`src/rtl/proc_io_bridge_pkg.sv`:
```
// Shared sizing for the processor I/O bridge: default word/port/FIFO geometry and
// the index-width helper used for the output port tag and FIFO level.
package proc_io_bridge_pkg;
  localparam int NUBITS = 23;
  localparam int NUI    = 1;
  localparam int NUO    = 2;
  localparam int DEPTH  = 8;

  function automatic int idx_w(input int n);
    return (n > 1) ? $clog2(n) : 1;
  endfunction

  localparam int TAGW = idx_w(NUO);
  localparam int LVLW = $clog2(DEPTH) + 1;
endpackage

```
`src/rtl/proc_io_bridge_sync_fifo.sv`:
```
// Synchronous FIFO for tagged processor writes. Head is read from storage registers,
// so a pushed entry appears one cycle later; push+pop at full is accepted.
module proc_io_bridge_sync_fifo #(
  parameter int WIDTH = 24,
  parameter int DEPTH = 8
) (
  input  logic                     clk,
  input  logic                     rst,
  input  logic                     push,
  input  logic [WIDTH-1:0]         push_data,
  input  logic                     pop_ready,
  output logic [WIDTH-1:0]         head_data,
  output logic                     head_valid,
  output logic [$clog2(DEPTH):0]   level,
  output logic                     drop
);
  localparam int AW = $clog2(DEPTH);

  logic [WIDTH-1:0] mem [DEPTH];
  logic [AW-1:0]    wr_ptr;
  logic [AW-1:0]    rd_ptr;
  logic             full;
  logic             do_pop;
  logic             do_push;

  assign full       = (level == (AW+1)'(DEPTH));
  assign head_valid = (level != '0);
  assign do_pop     = head_valid & pop_ready;
  // a pop in the same cycle frees the slot, so a push at full is still accepted
  assign do_push    = push & (~full | do_pop);
  assign drop       = push & full & ~do_pop;
  assign head_data  = head_valid ? mem[rd_ptr] : '0;

  always_ff @(posedge clk or negedge rst) begin
    if (!rst) begin
      wr_ptr <= '0;
      rd_ptr <= '0;
      level  <= '0;
    end else begin
      if (do_push) wr_ptr <= wr_ptr + AW'(1);
      if (do_pop)  rd_ptr <= rd_ptr + AW'(1);
      level <= level + (AW+1)'(do_push) - (AW+1)'(do_pop);
    end
  end

  always_ff @(posedge clk) begin
    if (do_push) mem[wr_ptr] <= push_data;
  end
endmodule

```
`src/rtl/proc_io_bridge.sv`:
```
// Port controller beside the filter soft-processor: one-deep hold buffer per input
// stream served on req_in, and a tagged output FIFO fed by out_en writes.
module proc_io_bridge
  import proc_io_bridge_pkg::*;
#(
  parameter int NUBITS = proc_io_bridge_pkg::NUBITS,
  parameter int NUI    = proc_io_bridge_pkg::NUI,
  parameter int NUO    = proc_io_bridge_pkg::NUO,
  parameter int DEPTH  = proc_io_bridge_pkg::DEPTH,
  parameter int TAGW   = idx_w(NUO)
) (
  input  logic                    clk,
  input  logic                    rst,
  input  logic [NUI-1:0]          proc_req_in,
  output logic [NUBITS-1:0]       proc_io_in,
  input  logic [NUO-1:0]          proc_out_en,
  input  logic [NUBITS-1:0]       proc_io_out,
  input  logic [NUI*NUBITS-1:0]   s_in_data,
  input  logic [NUI-1:0]          s_in_valid,
  output logic [NUI-1:0]          s_in_ready,
  output logic [NUBITS-1:0]       m_out_data,
  output logic [TAGW-1:0]         m_out_tag,
  output logic                    m_out_valid,
  input  logic                    m_out_ready,
  output logic [$clog2(DEPTH):0]  fifo_level,
  output logic [NUI-1:0]          err_under,
  output logic                    err_over,
  input  logic                    clr_err
);
  logic [NUBITS-1:0] hold [NUI];
  logic [NUI-1:0]    full;
  logic [NUI-1:0]    sel;
  logic [TAGW-1:0]   out_tag;
  logic              drop;

  // only the lowest requested port is served; higher request bits are ignored
  assign sel        = proc_req_in & (~proc_req_in + NUI'(1));
  assign s_in_ready = ~full | sel;

  always_comb begin
    proc_io_in = '0;
    for (int k = 0; k < NUI; k++) begin
      if (sel[k]) proc_io_in = hold[k];
    end
  end

  for (genvar k = 0; k < NUI; k++) begin : g_in
    always_ff @(posedge clk or negedge rst) begin
      if (!rst) begin
        hold[k] <= '0;
        full[k] <= 1'b0;
      end else if (s_in_valid[k] && s_in_ready[k]) begin
        hold[k] <= s_in_data[k*NUBITS +: NUBITS];
        full[k] <= 1'b1;
      end else if (sel[k]) begin
        full[k] <= 1'b0;
      end
    end
  end

  always_comb begin
    out_tag = '0;
    for (int k = NUO - 1; k >= 0; k--) begin
      if (proc_out_en[k]) out_tag = TAGW'(k);
    end
  end

  proc_io_bridge_sync_fifo #(
    .WIDTH (TAGW + NUBITS),
    .DEPTH (DEPTH)
  ) u_fifo (
    .clk        (clk),
    .rst        (rst),
    .push       (|proc_out_en),
    .push_data  ({out_tag, proc_io_out}),
    .pop_ready  (m_out_ready),
    .head_data  ({m_out_tag, m_out_data}),
    .head_valid (m_out_valid),
    .level      (fifo_level),
    .drop       (drop)
  );

  // an error event in the same cycle as clr_err leaves the flag set
  always_ff @(posedge clk or negedge rst) begin
    if (!rst) begin
      err_under <= '0;
      err_over  <= 1'b0;
    end else begin
      err_under <= (err_under & ~{NUI{clr_err}}) | (sel & ~full);
      err_over  <= (err_over & ~clr_err) | drop;
    end
  end
endmodule

```
`config.mk`:
```
export PLATFORM = sky130hd
export DESIGN_NAME = proc_io_bridge
export DESIGN_NICKNAME = d
export VERILOG_FILES = /design/src/rtl/proc_io_bridge_pkg.sv /design/src/rtl/proc_io_bridge_sync_fifo.sv /design/src/rtl/proc_io_bridge.sv
export SDC_FILE = /design/constraint.sdc
export NUM_CORES = 1
export LEC_CHECK = 0
export CAP_MARGIN = 20
export CELL_PAD_IN_SITES_DETAIL_PLACEMENT = 1
export CELL_PAD_IN_SITES_GLOBAL_PLACEMENT = 2
export CORE_ASPECT_RATIO = 0.7
export CORE_MARGIN = 5
export CORE_UTILIZATION = 46
export CTS_CLUSTER_DIAMETER = 80
export DETAILED_ROUTE_END_ITERATION = 16
export MAX_ROUTING_LAYER = met4
export PLACE_DENSITY_LB_ADDON = 0.1
export SYNTH_ARGS = -nofsm -noshare
export SYNTH_HDL_FRONTEND = slang
export SYNTH_SLANG_ARGS = --single-unit
```
`constraint.sdc`:
```
create_clock -name clk -period 6 [get_ports clk]
set_input_delay 1.8 -clock clk [delete_from_list [all_inputs] [get_ports clk]]
set_output_delay 1.8 -clock clk [all_outputs]
set_load 0.02 [all_outputs]
```
==> flow_metrics.tcl <==
set metrics [dict create \
    rsz0062_at_grt "false" \
    worstPathMaxFanout 25 \
    syn_to_final_growth_pct 25.45 \
    yosysTopAreaCell "edfxtp_1" \
    intPower_mw 4.047 \
    irDropWorstVdd_mv 0.3421 \
    totalWireLength_um 18460 \
    postCtsSetupRepairBufs 0 \
    core_um2 18970 \
    synthTopCellsByCount "edfxtp_1, mux4_2, dfrtp_1" \
    grt_pass1_vias 4855 \
    setup_violations 0 \
    ctsResizeCount 0 \
    final_area_um2 11210 \
    finalCritPeriodShare_pct 89.11 \
    p_sw_mw 1.724 \
    hp-class "flip-flop to flip-flop" \
    final.setup.tns_ps 0 \
    crit_path_top_delay_cell "clkdlybuf4s50_1" \
    drv_slew 0 \
    ys_seq_area_share_pct 74.63 \
    viasPerCell 5.313 \
    nets 610 \
    ys_warn_count 0 \
    die_y_um 126.6 \
    drv_cap 0 \
    yosysTopAreaCellShare_pct 64.55 \
    crit_required_ps 4200 \
    crit_arrival_ps 3550 \
    drtIter0Drc 387 \
    ys_ff_latch 228 \
    antenna_left 0 \
    syn_inst 425 \
    clk_latency_ps 490 \
    place_area_um2 10330 \
    synth.most_common_cell "edfxtp_1" \
    status "complete, no violations" \
    post-route-min-period_ps 5347 \
    grt.total_usage_pct 17.40 \
    cts_made_buffers 22 \
    regToRegSetupSlack_ps 3430 \
    die-area_um2 22350 \
    grt_pass1_wl_um 29000 \
    path_cells "clkdlybuf4s50_1 -> and2_1 -> clkdlybuf4s50_1" \
    crit_path_frequent_cell "clkdlybuf4s50_1" \
    min_path_cells 1 \
    gp_congestion 0.7068 \
    fin_worst_skew_ps 14.74 \
    hpwl_um 10930 \
    worstSetupEndpointType "output pin" \
    cpPeakStageDelay_ps 860 \
    synth_enable_flop_cells 192 \
    h-tree-depth 1 \
    relSlewSlack_pct 42.53 \
    worstMarginPinSlew_ps 860.2 \
    ctsHoldBuffers 0 \
    power.density_nw_per_um2 515.1 \
    drc 0 \
    power_frac_clock_pct 26.7 \
    antenna_found_initial 0 \
    r2r.worst_path.cells 7 \
    rows 42 \
    vias 4399 \
    drt-pass1-iter-count 4 \
    p_seq_share_pct 39.4 \
    start_util_pct 47.08 \
    wl_per_cell_um 22.29 \
    sw_frac_of_total_pct 29.88 \
    grt_max_degree 51 \
    die_w_um 176.6 \
    async_reset_ff_share_pct 15.79 \
    ys.flop_type "edfxtp_1" \
    whs_ps 483.5 \
    io_pins 109 \
    root_buffer "clkbuf_16" \
    io_buffers 108 \
    drive_gt1_share_pct 23.05 \
    synth.area.top_cells "edfxtp_1, mux4_2, dfrtp_1, mux2_2, a22o_1" \
    synth_area_um2 8932 \
    clkTransAtPathRegs_ps 60 \
    cts_num_sinks 228 \
    cp-start-kind "primary input" \
    postSynthAreaPerCell_um2 21.02 \
    clk_path_buf_depth 3 \
    antenna_cells 0 \
    leakagePower_nw 3.891 \
    grt-ovfl-total 0 \
    cts_tree "done" \
    max_clock_freq_ghz 0.1870 \
    syn_nets 487 \
    synth.distinct_cells 34 \
    critPathKind "primary input to output pin" \
    hold_viol 0 \
    pwr-share-comb_pct 33.9 \
]
## power groups by stage
stage / registers (mW) / logic [mW] / clock network (mW)
final: 2.27 / 1.96 / 1.54
after detailed placement: 2.40 / 1.88 / 0
after floorplan: 2.22 / 1.28 / 0
after global routing: 2.31 / 2.10 / 1.66
after CTS: 2.37 / 1.89 / 1.58
after global placement: 2.38 / 1.85 / 0
## sequential cells by signal, indices dropped and copies added, names as in the netlist
register,flops
err_over,1
err_under,1
full,1
hold,23
u_fifo.level,4
u_fifo.mem,192
u_fifo.rd_ptr,3
u_fifo.wr_ptr,3
## layout make-up
| cell class | instances | area [µm²] |
|---|---|---|
| clock buffer | 28 | 614.3 |
| fill | 1623 | 7765 |
| clock inverter | 12 | 210.2 |
| multi-input combinational | 166 | 2128 |
| inverter | 8 | 30.03 |
| sequential | 228 | 6671 |
| tap | 264 | 330.3 |
| timing repair buffer | 122 | 1221 |
## cell families after synthesis
logic type | after synthesis | synth area share (%)
buf+inv | 31 | 1.961
flops | 228 | 74.63
xor+xnor | 6 | 0.5884
simple gates | 47 | 3.446
mux | 74 | 15.37
fa+ha+maj | 8 | 1.205
compound gates | 31 | 2.801
## metal layers
layer  routed length, µm  vias to the layer above  global-route usage, %
met1                8175                     2324                  24.04
met4                 217                        0                  2.638
met5                   0                        -                      -
li1                    -                     1970                      -
met3                 779                       17                  3.093
met2                9285                       88                  28.20
## cell usage in the layout, fill, tap and decap left out, types with 2 or more instances in the layout
master           instances
mux2_2                  25
dfrtp_1                 34
buf_16                   2
clkbuf_8                 2
inv_1                    8
xnor2_1                  3
nand2_1                  3
clkinv_1                 2
o22ai_1                  2
and2_1                  23
nand2b_1                 3
buf_4                   12
nor2_1                   3
a22o_1                  24
nor4bb_4                 2
edfxtp_1               192
clkinv_2                 3
bufinv_16                6
xor2_1                   3
a21oi_1                  3
mux4_2                  48
ha_1                     7
clkbuf_16               23
clkbuf_1                 3
clkdlybuf4s50_1        107
and4b_1                  3
## metrics by stage
step | cells | util, % | power (mW) | setup WS (ps)
4_1_cts | 826 | 58.78 | 5.842 | 640.0
5_1_grt | 828 | 59.07 | 6.071 | 516.3
3_5_place_dp | 786 | 54.43 | 4.278 | 640.1
3_3_place_gp | 786 | 54.43 | 4.226 | 729.0
2_1_floorplan | 425 | - | 3.506 | 793.0
6_report | 828 | 59.07 | 5.772 | 653.5
## path summary, 6_finish.rpt
path,from,end
min in group asynchronous,rst,hold[10]$_DFFE_PN0P_
max,proc_req_in,proc_io_in[20]
min reg2reg,full$_DFFE_PN0P_,err_under$_DFF_PN0_
max reg2reg,u_fifo.level[2]$_DFF_PN0_,u_fifo.mem[6][5]$_DFFE_PP_
max in group asynchronous,rst,u_fifo.rd_ptr[0]$_DFFE_PN0P_
min,full$_DFFE_PN0P_,err_under$_DFF_PN0_
## worst max-delay path: cells and delay by family
family / cells / cell delay, ps
AND/OR/NAND/NOR: 1 / 240
buffers and inverters: 2 / 1500
Note: power is estimated with default switching activity, not from simulation.
